## config.mk

```make
export PLATFORM = sky130hd
export DESIGN_NAME = radio_deser
export DESIGN_NICKNAME = d
export VERILOG_FILES = /design/src/rtl/radio_pkg.sv /design/src/rtl/radio_deser_framer.sv /design/src/rtl/radio_deser.sv
export SDC_FILE = /design/constraint.sdc
export NUM_CORES = 1
export LEC_CHECK = 0
export BUFFER_PORTS_ARGS = -buffer_cell sky130_fd_sc_hd__buf_2
export CORE_ASPECT_RATIO = 1.25
export CORE_UTILIZATION = 55
export CTS_BUF_LIST = sky130_fd_sc_hd__clkbuf_2 sky130_fd_sc_hd__clkbuf_4 sky130_fd_sc_hd__clkbuf_8
export DETAILED_ROUTE_END_ITERATION = 8
export MAX_ROUTING_LAYER = met4
export PLACE_DENSITY_LB_ADDON = 0.08
export REMOVE_ABC_BUFFERS = 1
export SLEW_MARGIN = 10
export SYNTH_ARGS = -nofsm -noshare
export SYNTH_HDL_FRONTEND = slang
export SYNTH_SLANG_ARGS = --single-unit
export TNS_END_PERCENT = 50
```

## constraint.sdc

```tcl
create_clock -name SYS_CLK -period 2.58 [get_ports SYS_CLK]
set_clock_uncertainty 0.15 [all_clocks]
set_input_delay 0.258 -clock SYS_CLK [delete_from_list [all_inputs] [get_ports SYS_CLK]]
set_output_delay 0.258 -clock SYS_CLK [all_outputs]
set_load 0.005 [all_outputs]
```

## src/rtl/radio_pkg.sv

```systemverilog
// Shared definitions for the radio deserialiser: frame geometry, output field
// positions inside WORD, and the framer state encoding.
package radio_pkg;

    localparam int FRAME_W = 8;   // bits per frame
    localparam int IDX_W   = 3;   // bit index width, 0..7
    localparam int CNT_W   = 4;   // good/miss counters, thresholds 1..15
    localparam int FIELD_W = 2;   // width of each I/Q field

    localparam logic [IDX_W-1:0] IDX_LAST = 3'd7;

    // LSB position of each field inside WORD
    localparam int R0_I_LSB = 6;
    localparam int R0_Q_LSB = 4;
    localparam int R1_I_LSB = 2;
    localparam int R1_Q_LSB = 0;

    // Framer states
    localparam logic [1:0] ST_HUNT   = 2'd0;
    localparam logic [1:0] ST_VERIFY = 2'd1;
    localparam logic [1:0] ST_LOCKED = 2'd2;

    // Extract one 2-bit field from a frame word
    function automatic logic [FIELD_W-1:0] get_field(input logic [FRAME_W-1:0] w,
                                                     input int lsb);
        return w[lsb +: FIELD_W];
    endfunction

endpackage

```

## src/rtl/radio_deser_framer.sv

```systemverilog
// Frame synchroniser: HUNT/VERIFY/LOCKED state machine, bit index, good and
// miss counters. Produces the bit position of the current sample, a strobe for
// frames that must be output, the lock flag and the per-frame error pulse.
module radio_deser_framer
    import radio_pkg::*;
#(
    parameter int LOCK_COUNT = 2,
    parameter int LOSS_COUNT = 3
) (
    input  logic             SYS_CLK,
    input  logic             RST,
    input  logic             SYNC_IN,
    output logic [IDX_W-1:0] bit_idx,
    output logic             frame_done,
    output logic             locked,
    output logic             sync_err
);

    localparam logic [CNT_W-1:0] LOCK_N = CNT_W'(LOCK_COUNT);
    localparam logic [CNT_W-1:0] LOSS_N = CNT_W'(LOSS_COUNT);

    logic [1:0]       state_q, state_d;
    logic [IDX_W-1:0] idx_q;
    logic [CNT_W-1:0] good_q, good_d;
    logic [CNT_W-1:0] miss_q, miss_d;
    logic             frame_bad_q, frame_bad_d;
    logic             sync_err_q, err_first;
    logic             viol, bad_before;

    // Next-state decode: lock acquisition, realignment and loss-of-lock rules
    always_comb begin
        // NOTE: every variable gets a default first, so no path can infer a latch.
        state_d     = state_q;
        good_d      = good_q;
        miss_d      = miss_q;
        frame_bad_d = 1'b0;
        err_first   = 1'b0;
        frame_done  = 1'b0;
        viol        = 1'b0;
        bad_before  = 1'b0;
        // Outside LOCKED a SYNC pulse defines bit 0; in LOCKED the index free-runs
        bit_idx     = (state_q != ST_LOCKED && SYNC_IN) ? '0 : idx_q;

        case (state_q)
            ST_HUNT: begin
                if (SYNC_IN) begin
                    good_d  = CNT_W'(1);
                    miss_d  = '0;
                    state_d = (LOCK_N == CNT_W'(1)) ? ST_LOCKED : ST_VERIFY;
                end
            end
            ST_VERIFY: begin
                if (idx_q == '0) begin
                    if (SYNC_IN) begin
                        good_d = good_q + 1'b1;
                        if (good_d >= LOCK_N) begin
                            state_d = ST_LOCKED;
                            miss_d  = '0;
                        end
                    end else begin
                        state_d = ST_HUNT;
                    end
                end else if (SYNC_IN) begin
                    good_d = CNT_W'(1);   // realign: this bit is the new bit 0
                end
            end
            ST_LOCKED: begin
                viol        = (idx_q == '0) ? !SYNC_IN : SYNC_IN;
                bad_before  = (idx_q == '0) ? 1'b0 : frame_bad_q;
                frame_bad_d = bad_before | viol;
                // A frame is counted bad once, at its first offending cycle
                if (viol && !bad_before) begin
                    err_first = 1'b1;
                    miss_d    = miss_q + 1'b1;
                    if (miss_d >= LOSS_N) state_d = ST_HUNT;
                end
                // Complete frame still output unless this edge dropped lock
                if (idx_q == IDX_LAST && state_d == ST_LOCKED) begin
                    frame_done = 1'b1;
                    if (!frame_bad_d) miss_d = '0;
                end
            end
            default: state_d = ST_HUNT;
        endcase
    end

    // State, index and counter registers
    always_ff @(posedge SYS_CLK) begin
        // NOTE: non-blocking assignments so every register samples pre-edge values.
        if (RST) begin
            state_q     <= ST_HUNT;
            idx_q       <= '0;
            good_q      <= '0;
            miss_q      <= '0;
            frame_bad_q <= 1'b0;
            sync_err_q  <= 1'b0;
        end else begin
            state_q     <= state_d;
            idx_q       <= bit_idx + 1'b1;
            good_q      <= good_d;
            miss_q      <= miss_d;
            frame_bad_q <= frame_bad_d;
            sync_err_q  <= err_first;
        end
    end

    assign locked   = (state_q == ST_LOCKED);
    assign sync_err = sync_err_q;

endmodule

```

## src/rtl/radio_deser.sv

```systemverilog
// Serial radio deserialiser top: LSB-first 8-bit frames framed by SYNC_IN,
// output as WORD plus four 2-bit I/Q fields once the framer is locked.
// Optional statistics counters are enabled with `define RADIO_DESER_STATS_EN.
module radio_deser
    import radio_pkg::*;
#(
    parameter int LOCK_COUNT = 2,
    parameter int LOSS_COUNT = 3
) (
    input  logic               SYS_CLK,
    input  logic               RST,
    input  logic               DATA_IN,
    input  logic               SYNC_IN,
    output logic [FRAME_W-1:0] WORD,
    output logic [1:0]         R0_I,
    output logic [1:0]         R0_Q,
    output logic [1:0]         R1_I,
    output logic [1:0]         R1_Q,
    output logic               WORD_VALID,
    output logic               LOCKED,
    output logic               SYNC_ERR
`ifdef RADIO_DESER_STATS_EN
    ,
    output logic [31:0]        WORD_COUNT,
    output logic [15:0]        ERR_COUNT
`endif
);

    logic [IDX_W-1:0]   bit_idx;
    logic               frame_done;
    logic [FRAME_W-1:0] sh_q, frame_word, word_q;
    logic               word_valid_q;

    radio_deser_framer #(
        .LOCK_COUNT(LOCK_COUNT),
        .LOSS_COUNT(LOSS_COUNT)
    ) u_framer (
        .SYS_CLK   (SYS_CLK),
        .RST       (RST),
        .SYNC_IN   (SYNC_IN),
        .bit_idx   (bit_idx),
        .frame_done(frame_done),
        .locked    (LOCKED),
        .sync_err  (SYNC_ERR)
    );

    // Completed frame as it will look with the current bit written in
    always_comb begin
        frame_word          = sh_q;
        frame_word[bit_idx] = DATA_IN;
    end

    // Shift register and output word registers
    always_ff @(posedge SYS_CLK) begin
        // NOTE: the shift register is reset too, so a partial frame never survives reset.
        if (RST) begin
            sh_q         <= '0;
            word_q       <= '0;
            word_valid_q <= 1'b0;
        end else begin
            sh_q[bit_idx] <= DATA_IN;
            word_valid_q  <= frame_done;
            if (frame_done) word_q <= frame_word;
        end
    end

    assign WORD       = word_q;
    assign WORD_VALID = word_valid_q;
    assign R0_I       = get_field(word_q, R0_I_LSB);
    assign R0_Q       = get_field(word_q, R0_Q_LSB);
    assign R1_I       = get_field(word_q, R1_I_LSB);
    assign R1_Q       = get_field(word_q, R1_Q_LSB);

`ifdef RADIO_DESER_STATS_EN
    logic [31:0] word_cnt_q;
    logic [15:0] err_cnt_q;

    // Pulse counters: words wrap, errors saturate
    always_ff @(posedge SYS_CLK) begin
        if (RST) begin
            word_cnt_q <= '0;
            err_cnt_q  <= '0;
        end else begin
            if (word_valid_q) word_cnt_q <= word_cnt_q + 32'd1;
            if (SYNC_ERR && err_cnt_q != 16'hFFFF) err_cnt_q <= err_cnt_q + 16'd1;
        end
    end

    assign WORD_COUNT = word_cnt_q;
    assign ERR_COUNT  = err_cnt_q;
`endif

endmodule

```

==> results of run 1 <==
## layout make-up
type	instances	area (µm²)	share of cell area, %
Clock buffer	6	45.0	2.55
Clock inverter	2	35.0	1.98
Inverter	7	26.3	1.49
Multi-Input combinational cell	119	867	49.1
Sequential cell	32	641	36.3
Tap cell	34	42.5	2.41
Timing Repair Buffer	22	110	6.23
## placed cells by master (no fill, tap or decap), types with 4 or more instances in the layout
| cell | Yosys | layout |
|---|---|---|
| clkbuf_4 | 0 | 6 |
| nor2_1 | 20 | 20 |
| buf_2 | 3 | 22 |
| nand2b_1 | 4 | 4 |
| a2111oi_0 | 4 | 4 |
| nor2b_1 | 9 | 9 |
| mux2_2 | 5 | 5 |
| mux2i_1 | 9 | 9 |
| ha_1 | 5 | 5 |
| o21ai_0 | 4 | 4 |
| nand3_1 | 4 | 4 |
| a211oi_1 | 5 | 5 |
| a21oi_1 | 10 | 10 |
| inv_1 | 7 | 7 |
| dfxtp_1 | 32 | 32 |
| nand2_1 | 4 | 4 |
## metal layers
layer | routed length [µm] | GRT usage, % | up-vias
met2 | 1430 | 35.5 | 21
met3 | 106 | 6.08 | 6
met1 | 1310 | 23.9 | 567
met5 | 0 | - | -
met4 | 47 | 7.99 | 0
li1 | - | - | 634
## worst paths after layout
check / start / slack [ps] / end
worst min register to register: sh_q[0] / 360 / sh_q[0]
worst max register to register: u_framer.idx_q[1] / 450 / u_framer.miss_q[3]
worst min-delay path: DATA_IN / 170 / sh_q[0]
worst max-delay path: u_framer.idx_q[1] / 450 / u_framer.miss_q[3]
## metrics by stage
step / power (W) / setup slack [ps]
floorplan: 0.000584 / 670
global placement: 0.000611 / 508
detailed placement: 0.000614 / 452
CTS: 0.000991 / 429
global route: 0.00103 / 271
finish: 0.000986 / 447
## power breakdown
group	internal, W	total [W]	switching (W)
logic	0.0000327	0.0000842	0.0000515
clock network	0.000214	0.000383	0.000170
registers	0.000504	0.000518	0.0000144
## state kept, by name (all words and copies together), names as in the netlist
name and flops:
u_framer.state_q 2, WORD_VALID 1, u_framer.miss_q 4, u_framer.frame_bad_q 1
u_framer.idx_q 3, u_framer.sync_err 1, sh_q 8, WORD 8
u_framer.good_q 4
## logic make-up (layout without fill, tap and decap cells)
logic type / count (synthesis) / count (layout) / synth area share (%)
AO/OA/AOI/OAI: 35 / 35 / 15.6
XOR/XNOR: 3 / 3 / 1.62
adder cells (fa/ha/maj): 5 / 5 / 3.85
buffers and inverters: 22 / 37 / 7.16
flip-flops: 32 / 32 / 39.4
multiplexers: 17 / 17 / 11.8
AND/OR/NAND/NOR: 59 / 59 / 20.6
## tightest hold or removal path: stages
cell	delay, ps
buf_2	160
mux2i_1	110
nor2_1	80
==> results_dict.tcl, run 1 <==
set metrics [dict create \
    status "finished, final reports clean" \
    hold_violations 0 \
    grt_pass1_vias 1164 \
    design_area_um2 1770 \
    firstDrtPassIters 4 \
    insertion_delay_ps 320 \
    final.setup.tns_ps 0 \
    ir_drop_mv 0.440 \
    seq_area_frac_synth_pct 39.4 \
    synth_top_area_share_pct 39.4 \
    netlist_instances 173 \
    placedCellCount 214 \
    ys_top_cells_by_count "dfxtp_1 (32), nor2_1 (20), a21oi_1 (10)" \
    worst_hold_slack_ps 166 \
    start_util_pct 59.4 \
    grt_pass1_wl_um 5060 \
    cp_top_family "simple AND/OR/NAND/NOR gates" \
    cp-end-kind "flip-flop" \
    antenna_found_initial 0 \
    r2r_cells 5 \
    cts-root-buf "clkbuf_4" \
    max_freq_ghz 0.469 \
    utilization_pct 64.7 \
    syn_area_um2 1620 \
    slew_viol_final 0 \
    ant_nets 0 \
    synthDistinctLibCells 46 \
    powerDensity_nw_per_um2 558 \
    post-route-period-util_pct 82.7 \
    cts_resized 0 \
    antenna_cells 0 \
    via_per_inst 5.53 \
    worst_path_max_delay_cell "nor3_4" \
    io_buffer_count 22 \
    num_vias 1228 \
    dpl_cell_area_um2 1690 \
    cp_slowest_stage_delay_ps 410 \
    whs_path_depth 3 \
    wl_per_cell_um 13.0 \
    worstSetupPathType "reg2reg" \
    clkTransAtPathRegs_ps 100 \
    core_area_um2 2730 \
    final_cells 222 \
    synth_ff_type "dfxtp_1" \
    crit_required_ps 2680 \
    syn_avg_cell_area_um2 9.39 \
    yosys.cell_count.top_type "dfxtp_1" \
    synth_top_area_cell "dfxtp_1" \
    num_io_pins 23 \
    path_depth 5 \
    critical_path_buf_inv_count 0 \
    grt_overflow 0 \
    wirelength_um 2900 \
    power.leakage_nw 0.723 \
    maxSlewHeadroom_pct 62.9 \
    post_cts_hold_buffer_count 0 \
    synth-edff-count 0 \
    yosys_warnings 0 \
    cts_setup_buffers 0 \
    die_height_um 62.8 \
    netlist_top_cells_area "dfxtp_1 (39%), mux2i_1 (5.5%), nor2_1 (4.6%)" \
    worstPathArrival_ps 2230 \
    dieWidth_um 50.6 \
    cts.sinks 32 \
    nets 196 \
    drt-initial-drc-count 16 \
    drive_gt1_share_pct 23.9 \
    grtUsageTotal_pct 21.4 \
    cts.path.max_buffers 2 \
    finalCriticalPeriod_ps 2130 \
    yosys_register_bits 32 \
    setup_viol 0 \
    hpwl_um 2040 \
    cp-start-kind "flip-flop" \
    worst_slew_pin_slew_ps 542 \
    syn_to_final_growth_pct 8.78 \
    maxCapViolCount 0 \
    dieArea_um2 3180 \
    hold_path.class "in2reg" \
    cp_max_fo 8 \
    async_reset_ff_share_pct 0 \
    gp_congestion 0.804 \
    cts_buffers 5 \
    drc 0 \
    cts_tree "yes" \
    n_fill_cell 245 \
    cp_cell_sequence "nor3_4 -> mux2i_4 -> nand4_1 -> or3_1 -> a31oi_1" \
    grt_setup_unrepaired "false" \
    grt_max_degree 32 \
    htree_levels 2 \
    row_count 21 \
]
No activity file was read; power rests on OpenSTA's default activity.
==> inputs of run 2 (changes only) <==
CORE_UTILIZATION = 53   (was 55)
clock period = 1.7 ns   (was 2.58 ns; I/O delays follow)
==> run 2 against run 1 <==
Compared with the run above: the run now ends with negative setup slack left; core utilization increased by 9.7 points; clock power increased by 54%; worst hold slack got worse by 100 ps; cell area increased by 23%; sequential share of layout area decreased by 6.0 points; first-iteration DRC count increased by 110%; cell count increased by 14%; fmax increased by 15%; sequential cell count unchanged; power increased by 61%; combinational power increased to 2.6 times the previous value; via count increased by 13%; critical path type unchanged; highest routed layer unchanged.
==> results_dict.tcl, run 2 (synthesis gave the netlist of run 1 again) <==
set metrics [dict create \
    status "complete, but fails checks" \
    violations "negative setup slack" \
    cts_tree "yes" \
    syn_to_final_growth_pct 33.6 \
    worstPathArrival_ps 1980 \
    multi_input_area_um2 1030 \
    highest_layer "met4" \
    regArea_um2 657 \
    num_io_pins 23 \
    dieWidth_um 51.5 \
    dieArea_um2 3290 \
    final_cells 252 \
    maxCapViolCount 0 \
    ir_drop_mv 0.584 \
    cts.path.max_buffers 2 \
    worst_path_max_delay_cell "dfxtp_4" \
    clkTransAtPathRegs_ps 100 \
    post-route-period-util_pct 109 \
    cp-end-kind "flip-flop" \
    io_buffer_count 22 \
    drt-met1-wl_um 1500 \
    wl_met3_um 135 \
    cp-start-kind "flip-flop" \
    firstDrtPassIters 4 \
    final_cell_mix "dfxtp_1 (23), buf_4 (23), buf_2 (22)" \
    cp_slowest_stage_delay_ps 380 \
    cp_top_family "simple AND/OR/NAND/NOR gates" \
    drive_gt1_share_pct 48.6 \
    grtUsageTotal_pct 25.4 \
    cp_max_fo 4 \
    n_fill_cell 237 \
    antenna_cells 0 \
    worstSetupPathType "reg2reg" \
    gp_congestion 0.846 \
    worst_hold_slack_ps 65.2 \
    cp_cell_sequence "nor3_4 -> mux2i_4 -> nand4_1 -> or3_1 -> a31oi_1" \
    htree_levels 2 \
    powerDensity_nw_per_um2 731 \
    wl_per_cell_um 14.6 \
    max_freq_ghz 0.539 \
    finalCriticalPeriod_ps 1860 \
    cts.sinks 32 \
    drt-initial-drc-count 34 \
    hold_path.class "in2reg" \
    grt_setup_unrepaired "true" \
    via_per_inst 5.52 \
    cts_buffers 5 \
    num_vias 1390 \
    placedCellCount 236 \
    grt_pass1_vias 1345 \
    wirelength_um 3670 \
    hold_violations 0 \
    critical_path_buf_inv_count 0 \
    grt_max_degree 22 \
    crit_required_ps 1830 \
    power.leakage_nw 0.895 \
    start_util_pct 55.7 \
    insertion_delay_ps 340 \
    hpwl_um 2360 \
    row_count 22 \
    power.total_w 0.00159 \
    cts-root-buf "clkbuf_4" \
    nets 224 \
    final.setup.tns_ps -1370 \
    grt_pass1_wl_um 5950 \
    core_area_um2 2920 \
    drc 0 \
    maxSlewHeadroom_pct 74.6 \
    slew_viol_final 0 \
    setup_viol 13 \
    antenna_found_initial 0 \
    worst_slew_pin_slew_ps 378 \
    wl_met2_um 1980 \
    die_height_um 63.9 \
    grt_overflow 0 \
    setup_ws_ps -156 \
    ant_nets 0 \
]
==> run 2: cell types whose count changed in the layout (fill, tap and decap cells not counted), sizes merged <==
cell	change
buf	+27
nand2	+1
==> run 2: what timing repair did <==
item / 4_1_cts / 5_1_grt
pin swaps: 7 / 11
hold buffers: 0 / 0
gates resized for setup: 29 / 26
endpoints found under the setup margin: 14 / 17
setup buffers: 5 / 4
cloned: 1 / 0
==> run 2: path summary, 6_finish.rpt <==
check	from	end	slack [ps]	cells past startpoint
setup / recovery	u_framer.idx_q[1]	u_framer.miss_q[3]	-160	5
hold / removal	RST	u_framer.good_q[2]	70	2
setup reg to reg	u_framer.idx_q[1]	u_framer.miss_q[3]	-160	5
hold reg to reg	u_framer.good_q[0]	u_framer.good_q[0]	340	1
==> run 2: cell type report <==
cell class / count / area share, %
Inverter: 7 / 1.21
Clock inverter: 2 / 1.61
Clock buffer: 6 / 2.08
Multi-Input combinational cell: 120 / 47.6
Timing Repair Buffer: 49 / 15.1
Sequential cell: 32 / 30.3
Tap cell: 36 / 2.08
==> run 2: routing by layer <==
layer | vias to the layer above | track usage, %
met2 | 30 | 41.9
li1 | 691 | -
met5 | - | -
met4 | 0 | 12.8
met3 | 9 | 9.05
met1 | 660 | 25.9
==> run 2: worst register-to-register path, stage by stage (launching register included) <==
cell and delay (ps):
dfxtp_4 380, nor3_4 280, mux2i_4 330, nand4_1 150
or3_1 380, a31oi_1 130
==> run 2: power breakdown <==
part           total (W)  switching (W)  internal (W)
Clock           0.000591       0.000267      0.000324
Combinational   0.000215       0.000116     0.0000988
Sequential      0.000781      0.0000165      0.000765
==> run 2: per-stage QoR <==
| stage | util, % | area [µm²] | setup WS (ps) |
|---|---|---|---|
| after floorplan | - | 1530 | -210 |
| after global placement | 63.0 | 1840 | -223 |
| after detailed placement | 63.0 | 1840 | -277 |
| after CTS | 70.3 | 2050 | -162 |
| after global routing | 74.4 | 2170 | -263 |
| final | 74.4 | 2170 | -156 |
